File: src/rtl/memory_map_rdmux.sv
// Read-response stage: per-lane select delay line, write-bank read-data mux and a
// first-word-fall-through response FIFO, with credit-based rdready because the RAM cannot stall.
module memory_map_rdmux #(
    parameter int ADDR_WIDTH   = 8,
    parameter int DATA_WIDTH   = 8,
    parameter int NB_WRAGENT   = 2,
    parameter int NB_RDAGENT   = 2,
    parameter int SELECT_WIDTH = (NB_WRAGENT == 1) ? 1 : $clog2(NB_WRAGENT),
    parameter int RD_LATENCY   = 1,
    parameter int FIFO_DEPTH   = 4
) (
    input  logic                                     aclk,
    input  logic                                     areset,
    input  logic [NB_RDAGENT-1:0]                    rden,
    input  logic [NB_RDAGENT*SELECT_WIDTH-1:0]       rdselect,
    input  logic [NB_RDAGENT*NB_WRAGENT*DATA_WIDTH-1:0] ramdata,
    output logic [NB_RDAGENT-1:0]                    rdready,
    output logic [NB_RDAGENT-1:0]                    rdvalid,
    output logic [NB_RDAGENT*DATA_WIDTH-1:0]         rddata,
    input  logic [NB_RDAGENT-1:0]                    rdack,
    output logic [NB_RDAGENT-1:0]                    rderr
);
    localparam int AW   = $clog2(FIFO_DEPTH);
    localparam int PW   = AW + 1;
    localparam int LAST = RD_LATENCY - 1;
    localparam logic [PW-1:0] DEPTH_C = PW'(FIFO_DEPTH);

    if (ADDR_WIDTH < 1 || RD_LATENCY < 1 || FIFO_DEPTH < 2 ||
        (FIFO_DEPTH & (FIFO_DEPTH - 1)) != 0) begin : g_param_check
        $error("memory_map_rdmux: unsupported parameter set");
    end

    for (genvar i = 0; i < NB_RDAGENT; i++) begin : g_lane
        logic [RD_LATENCY-1:0]   r_dl_vld;
        logic [SELECT_WIDTH-1:0] r_dl_sel [RD_LATENCY];
        logic [PW-1:0]           r_cnt;
        logic [PW-1:0]           r_wptr;
        logic [PW-1:0]           r_rptr;
        logic [DATA_WIDTH-1:0]   r_mem [FIFO_DEPTH];
        logic                    r_err;
        logic                    w_ready, w_acc, w_empty, w_full, w_pop, w_push, w_bad;
        logic [SELECT_WIDTH-1:0] w_sel;
        logic [DATA_WIDTH-1:0]   w_bank;

        // Credit decode uses only the registered count; reset forces it low.
        assign w_ready = !areset && (r_cnt != DEPTH_C);
        assign w_acc   = rden[i] && w_ready;
        assign w_empty = (r_wptr == r_rptr);
        assign w_full  = (r_wptr[AW] != r_rptr[AW]) && (r_wptr[AW-1:0] == r_rptr[AW-1:0]);
        assign w_pop   = !w_empty && rdack[i];
        assign w_push  = r_dl_vld[LAST] && (!w_full || w_pop);
        assign w_sel   = r_dl_sel[LAST];
        assign w_bad   = r_dl_vld[LAST] && (int'(w_sel) >= NB_WRAGENT);

        // An out-of-range select matches no bank, so the written word is zero.
        always_comb begin
            w_bank = '0;
            for (int w = 0; w < NB_WRAGENT; w++) begin
                if (int'(w_sel) == w)
                    w_bank = ramdata[DATA_WIDTH*(i*NB_WRAGENT+w) +: DATA_WIDTH];
            end
        end

        always_ff @(posedge aclk or posedge areset) begin
            if (areset) begin
                r_dl_vld <= '0;
                r_cnt    <= '0;
                r_wptr   <= '0;
                r_rptr   <= '0;
                r_err    <= 1'b0;
            end else begin
                r_dl_vld[0] <= w_acc;
                for (int k = 1; k < RD_LATENCY; k++)
                    r_dl_vld[k] <= r_dl_vld[k-1];
                if (w_acc && !w_pop)
                    r_cnt <= r_cnt + 1'b1;
                else if (w_pop && !w_acc)
                    r_cnt <= r_cnt - 1'b1;
                if (w_push)
                    r_wptr <= r_wptr + 1'b1;
                if (w_pop)
                    r_rptr <= r_rptr + 1'b1;
                if (w_bad || (rden[i] && !w_ready))
                    r_err <= 1'b1;
            end
        end

        always_ff @(posedge aclk) begin
            r_dl_sel[0] <= rdselect[SELECT_WIDTH*i +: SELECT_WIDTH];
            for (int k = 1; k < RD_LATENCY; k++)
                r_dl_sel[k] <= r_dl_sel[k-1];
            if (w_push)
                r_mem[r_wptr[AW-1:0]] <= w_bank;
        end

        assign rdready[i] = w_ready;
        assign rdvalid[i] = !w_empty;
        assign rddata[DATA_WIDTH*i +: DATA_WIDTH] = w_empty ? '0 : r_mem[r_rptr[AW-1:0]];
        assign rderr[i]   = r_err;
    end

endmodule

File: config.mk
export PLATFORM = sky130hd
export DESIGN_NAME = memory_map_rdmux
export DESIGN_NICKNAME = d
export VERILOG_FILES = /design/src/rtl/memory_map_rdmux.sv
export SDC_FILE = /design/constraint.sdc
export NUM_CORES = 1
export LEC_CHECK = 0
export CORE_MARGIN = 1.5
export CORE_UTILIZATION = 35
export CTS_CLUSTER_SIZE = 30
export DETAILED_ROUTE_END_ITERATION = 10
export SLEW_MARGIN = 20
export SYNTH_ARGS = -nofsm -noshare
export SYNTH_HDL_FRONTEND = slang
export SYNTH_SLANG_ARGS = --single-unit
File: constraint.sdc
create_clock -name aclk -period 5.5 [get_ports aclk]
set_input_delay 1.1 -clock aclk [delete_from_list [all_inputs] [get_ports aclk]]
set_output_delay 1.1 -clock aclk [all_outputs]
set_load 0.02 [all_outputs]
==> results of run 1 <==
[cells by family (layout without fill, tap and decap cells)]
group	after synthesis	in the layout	share of synthesized area [%]
compound gates	15	15	4.44
xor+xnor	20	20	5.77
fa+ha+maj	14	14	4.59
buf+inv	27	94	3.53
flops	88	88	60.6
mux	38	38	15.6
simple gates	38	38	5.49
[worst max-delay path: stages (launching register included)]
cell	delay, ns
dfrtp_1	0.78
xor2_2	0.27
nor3_1	0.81
and2b_1	0.27
clkdlybuf4s50_1	0.53
[layer usage]
metal  part of all wire, %  track usage [%]
met5                     0                0
met4                   1.5             5.15
met3                   4.2             3.05
met2                    52             21.4
met1                    42             14.1
[synthesized netlist by cell type (3+ instances only)]
library cell / instances
buf_6: 4
nor2_1: 10
dfrtp_1: 22
mux4_1: 8
xnor2_1: 10
inv_1: 17
xor2_4: 3
ha_1: 12
and2b_1: 15
a21oi_1: 3
mux4_2: 8
xor2_1: 6
and2_1: 3
mux2_2: 20
nor3_1: 3
edfxtp_1: 64
buf_4: 4
[power groups by stage]
stage                     Clock, mW  Combinational [mW]  Sequential [mW]
after floorplan                   0               0.893            0.950
after global placement            0                1.16             1.05
after detailed placement          0                1.19             1.05
after CTS                     0.617                1.19             1.04
after global routing          0.646                1.28             1.06
final                         0.601                1.18             1.03
[registers in the layout, summed over array words and instances, names as in the netlist]
name	flops
g_lane.r_dl_sel	2
g_lane.r_mem	64
g_lane.r_err	2
g_lane.r_cnt	6
g_lane.r_wptr	6
g_lane.r_dl_vld	2
g_lane.r_rptr	6
[final cells by class]
cell class,instances,area share [%]
Clock buffer,12,4.78
Timing Repair Buffer,61,11.8
Multi-Input combinational cell,125,28.9
Clock inverter,4,1.07
Tap cell,143,3.47
Inverter,17,1.24
Sequential cell,88,48.7
[stage by stage]
stage	cell area (sq um)	instances	worst slack, ns
6_report	5160	450	1.40
5_1_grt	5160	450	1.04
4_1_cts	5150	450	1.20
3_5_place_dp	4850	434	1.55
3_3_place_gp	4850	434	1.61
2_1_floorplan	4150	240	2.90
[final timing paths]
kind / start / end / slack [ns] / cells after the start
worst max-delay path: g_lane[1].r_rptr[0]$_DFFE_PP0P_ / rddata[10] / 1.40 / 4
worst min-delay path: g_lane[0].r_cnt[2]$_DFFE_PP0P_ / g_lane[0].r_cnt[2]$_DFFE_PP0P_ / 0.47 / 1
worst max register to register: g_lane[1].r_rptr[0]$_DFFE_PP0P_ / g_lane[1].r_cnt[2]$_DFFE_PP0P_ / 2.87 / 8
worst min register to register: g_lane[0].r_cnt[2]$_DFFE_PP0P_ / g_lane[0].r_cnt[2]$_DFFE_PP0P_ / 0.47 / 1
max in group asynchronous: areset / g_lane[0].r_rptr[0]$_DFFE_PP0P_ / 3.54 / 2
min in group asynchronous: areset / g_lane[0].r_wptr[0]$_DFFE_PP0P_ / 1.41 / 2
==> impl_metrics.ini, run 1 <==
[sta]
relSlewSlack_pct = 37.2
setup-violations-final = 0
fin_crit_ns = 4.10
min_period_over_period_pct = 74.5
fmax_mhz = 244
finalSetupTns_ns = 0
fin_skew_ns = 0.00678
fin_hold_ws_ns = 0.468
finalMaxSlewViolations = 0
rsz0062_at_grt = false
worst_slew_pin_slew_ns = 0.935
finalHoldViolations = 0

[pwr]
swShare_pct = 34.9
ir_drop_mv = 0.292
power_mw = 2.81
p_sw_uw = 982
pwr-share-comb_pct = 41.9
seqPwrFrac_pct = 36.8
pwr-share-clk_pct = 21.4
p_per_area_nw_per_um2 = 545
p_leak_nw = 1.86
internal_power_mw = 1.83

[synthesis]
ys_async_sr_fraction_pct = 25.0
synth_top_area_cell = edfxtp_1
synth_cell_types = 36
syn_inst = 240
yosys_most_used_dff = edfxtp_1
ys_warn_count = 0
synth_top_area_share_pct = 46.4
ys_seq_area_share_pct = 60.6
synth_area_sq_um = 4150
synth.area.top_cells = edfxtp_1, dfrtp_1, mux2_2, mux4_1, mux4_2
synth_edf_count = 64
synth_nets = 294
syn_area_per_cell_sq_um = 17.3
ys_ff_latch = 88

[cells_and_area]
ff_latch_area_sq_um = 2510
diodes = 0
fill_cells = 994
layout_common_cells = edfxtp_1, clkdlybuf4s50_1, dfrtp_1, mux2_2, inv_1
post-route-util_pct = 45.0
nets = 356
final_common_cell = edfxtp_1
multi_input_area_sq_um = 1490
layout-drive-gt1-share_pct = 17.6
synthToLayoutAreaGrowth_pct = 24.4

[global_route]
first_global_vias = 2267
antenna_found_initial = 0
grt_max_degree = 23
grt_use_total_pct = 12.2
grt_pass1_wl_um = 11600
overflow = 0

[floorplan]
die_h_um = 112
die_x_um = 112
core-area_sq_um = 11500
std_cell_rows = 39
die-area_sq_um = 12500
io-pin-count = 62
initial_utilization_pct = 36.1

[placement]
io_buffer_count = 61
hpwl_um = 4920
gp_congestion = 0.696

[cts]
hold_buffers = 0
htreeDepth = 3
clockBufferDepth = 2
clk_pin_slew_worst_paths_ns = 0.06
cts_setup_buffers = 0
clock_sinks = 88
cts_tree = built
cts.root.buffer_cell = clkbuf_16
cts_resized = 0
numCtsBuffers = 9
clock_latency_ns = 0.33

[detailed_routing]
postRouteAntennaNets = 0
via_count = 2129
wl_per_cell_um = 15.6
via_per_inst = 4.73
drt-total-wl_um = 7030
drc_errors = 0
first_pass_iters = 4
drtIter0Drc = 75

[run]
drv_cap = 0

[critical_path]
critical_path_arrival_ns = 3.00
cp-end-kind = primary output
start_kind = register
critical_path_class = register to primary output
path_max_fanout = 11
critPathRequiredTime_ns = 4.40

[run_status]
outcome = finished clean

[min_path]
hold_path_class = register to register
Power figures use the tool's default switching activity.
==> run 2, diff against run 1 <==
==> constraint.sdc (replaced) <==
create_clock -name aclk -period 3.9 [get_ports aclk]
set_input_delay 0.78 -clock aclk [delete_from_list [all_inputs] [get_ports aclk]]
set_output_delay 0.78 -clock aclk [all_outputs]
set_load 0.02 [all_outputs]
==> impl_metrics.ini, run 2 (synthesized netlist as in run 1, its figures left out) <==
[pwr]
p_per_area_nw_per_um2 = 767
p_leak_nw = 1.88
ir_drop_mv = 0.407

[global_route]
grt_max_degree = 23
first_global_vias = 2233
grt_pass1_wl_um = 11600
grt_use_total_pct = 12.0
antenna_found_initial = 0
overflow = 0

[cts]
clock_latency_ns = 0.33
hold_buffers = 0
numCtsBuffers = 9
cts_tree = built
cts_setup_buffers = 0
clock_sinks = 88
htreeDepth = 3
cts_resized = 0
clockBufferDepth = 2
cts.root.buffer_cell = clkbuf_16
clk_pin_slew_worst_paths_ns = 0.06

[detailed_routing]
via_per_inst = 4.68
drc_errors = 0
first_pass_iters = 4
postRouteAntennaNets = 0
drt-total-wl_um = 6960
drtIter0Drc = 81
via_count = 2125
wl_per_cell_um = 15.3

[min_path]
hold_path_class = register to register

[floorplan]
core-area_sq_um = 11500
die_x_um = 112
die-area_sq_um = 12500
std_cell_rows = 39
initial_utilization_pct = 36.1
io-pin-count = 62
die_h_um = 112

[critical_path]
path_max_fanout = 11
crit_chain = xor2_4 > nor3_1 > and2b_1 > clkdlybuf4s50_1
cp_slowest_cell = nor3_1
critical_path_arrival_ns = 2.90
critPathRequiredTime_ns = 3.12
cp-end-kind = primary output
critical_path_class = register to primary output
start_kind = register
slowest_delay_ns = 0.88

[run]
drv_cap = 0

[sta]
finalMaxSlewViolations = 0
fmax_mhz = 272
finalSetupTns_ns = 0
fin_skew_ns = 0.00541
finalHoldViolations = 0
fin_hold_ws_ns = 0.470
relSlewSlack_pct = 29.5
rsz0062_at_grt = false
setup-violations-final = 0
worst_slew_pin_slew_ns = 1.05
min_period_over_period_pct = 94.4
fin_crit_ns = 3.68

[run_status]
outcome = finished clean

[cells_and_area]
layout-drive-gt1-share_pct = 18.3
nets = 360
diodes = 0
final_common_cell = edfxtp_1
largest_reg_flops = 64
synthToLayoutAreaGrowth_pct = 24.9
layout_common_cells = edfxtp_1, clkdlybuf4s50_1, dfrtp_1, mux2_2, inv_1

[placement]
io_buffer_count = 61
hpwl_um = 4860
gp_congestion = 0.736
run 2: cell count changes in the layout (fill, tap and decap cells not counted), moves of 2 or more:
cell	change
clkbuf_1	-2
inv_6	+2
buf_4	+4
clkinv_1	+2
run 2: final timing paths:
kind                                                  from                              to  slack [ns]  depth (start not counted)
max reg2reg                g_lane[1].r_rptr[1]$_DFFE_PP0P_  g_lane[1].r_cnt[2]$_DFFE_PP0P_        1.46                          8
min in group asynchronous                           areset    g_lane[0].r_dl_vld$_DFF_PP0_        1.10                          2
max                        g_lane[0].r_rptr[1]$_DFFE_PP0P_                       rddata[5]        0.22                          4
min reg2reg                 g_lane[1].r_cnt[2]$_DFFE_PP0P_  g_lane[1].r_cnt[2]$_DFFE_PP0P_        0.47                          1
min                         g_lane[1].r_cnt[2]$_DFFE_PP0P_  g_lane[1].r_cnt[2]$_DFFE_PP0P_        0.47                          1
max in group asynchronous                           areset  g_lane[1].r_cnt[2]$_DFFE_PP0P_        2.26                          2
run 2: stage by stage:
step	setup slack, ns	util (%)	std cells	power (mW)	instance area, sq um
2_1_floorplan	1.62	-	240	2.60	4150
5_1_grt	0.000133	45.1	454	4.22	5180
4_1_cts	0.129	45.1	454	4.03	5180
3_5_place_dp	0.499	42.6	438	3.17	4880
3_3_place_gp	0.450	42.6	438	3.15	4880
6_report	0.217	45.1	454	3.97	5180
run 2: final cells by class:
class                   count  area, sq um
well taps                 143          179
flip-flops and latches     88         2510
repair buffers             65          641
fillers                  1009         6290
multi-input cells         125         1490
inverters                  17         63.8
clock buffers               9          225
clock inverters             7         68.8
run 2: critical path: cells and delay by family, from the launching register on:
kind,cells,cell delay [ns]
AND/OR/NAND/NOR,2,1.15
buffers and inverters,1,0.54
XOR/XNOR,1,0.21
flip-flops,1,0.68
run 2: per-layer routing:
| metal | GRT usage [%] | wire length [um] | part of all wire (%) |
|---|---|---|---|
| met3 | 3.10 | 266 | 3.8 |
| met4 | 3.80 | 82 | 1.2 |
| met2 | 20.0 | 3510 | 50 |
| met5 | 0 | 0 | 0 |
| met1 | 15.3 | 3100 | 45 |
run 2: power by group:
group / leakage, nW / switching, mW / internal [mW]
clock network: 0.145 / 0.348 / 0.496
logic: 0.880 / 0.839 / 0.887
registers: 0.852 / 0.198 / 1.20
total: 1.88 / 1.38 / 2.59
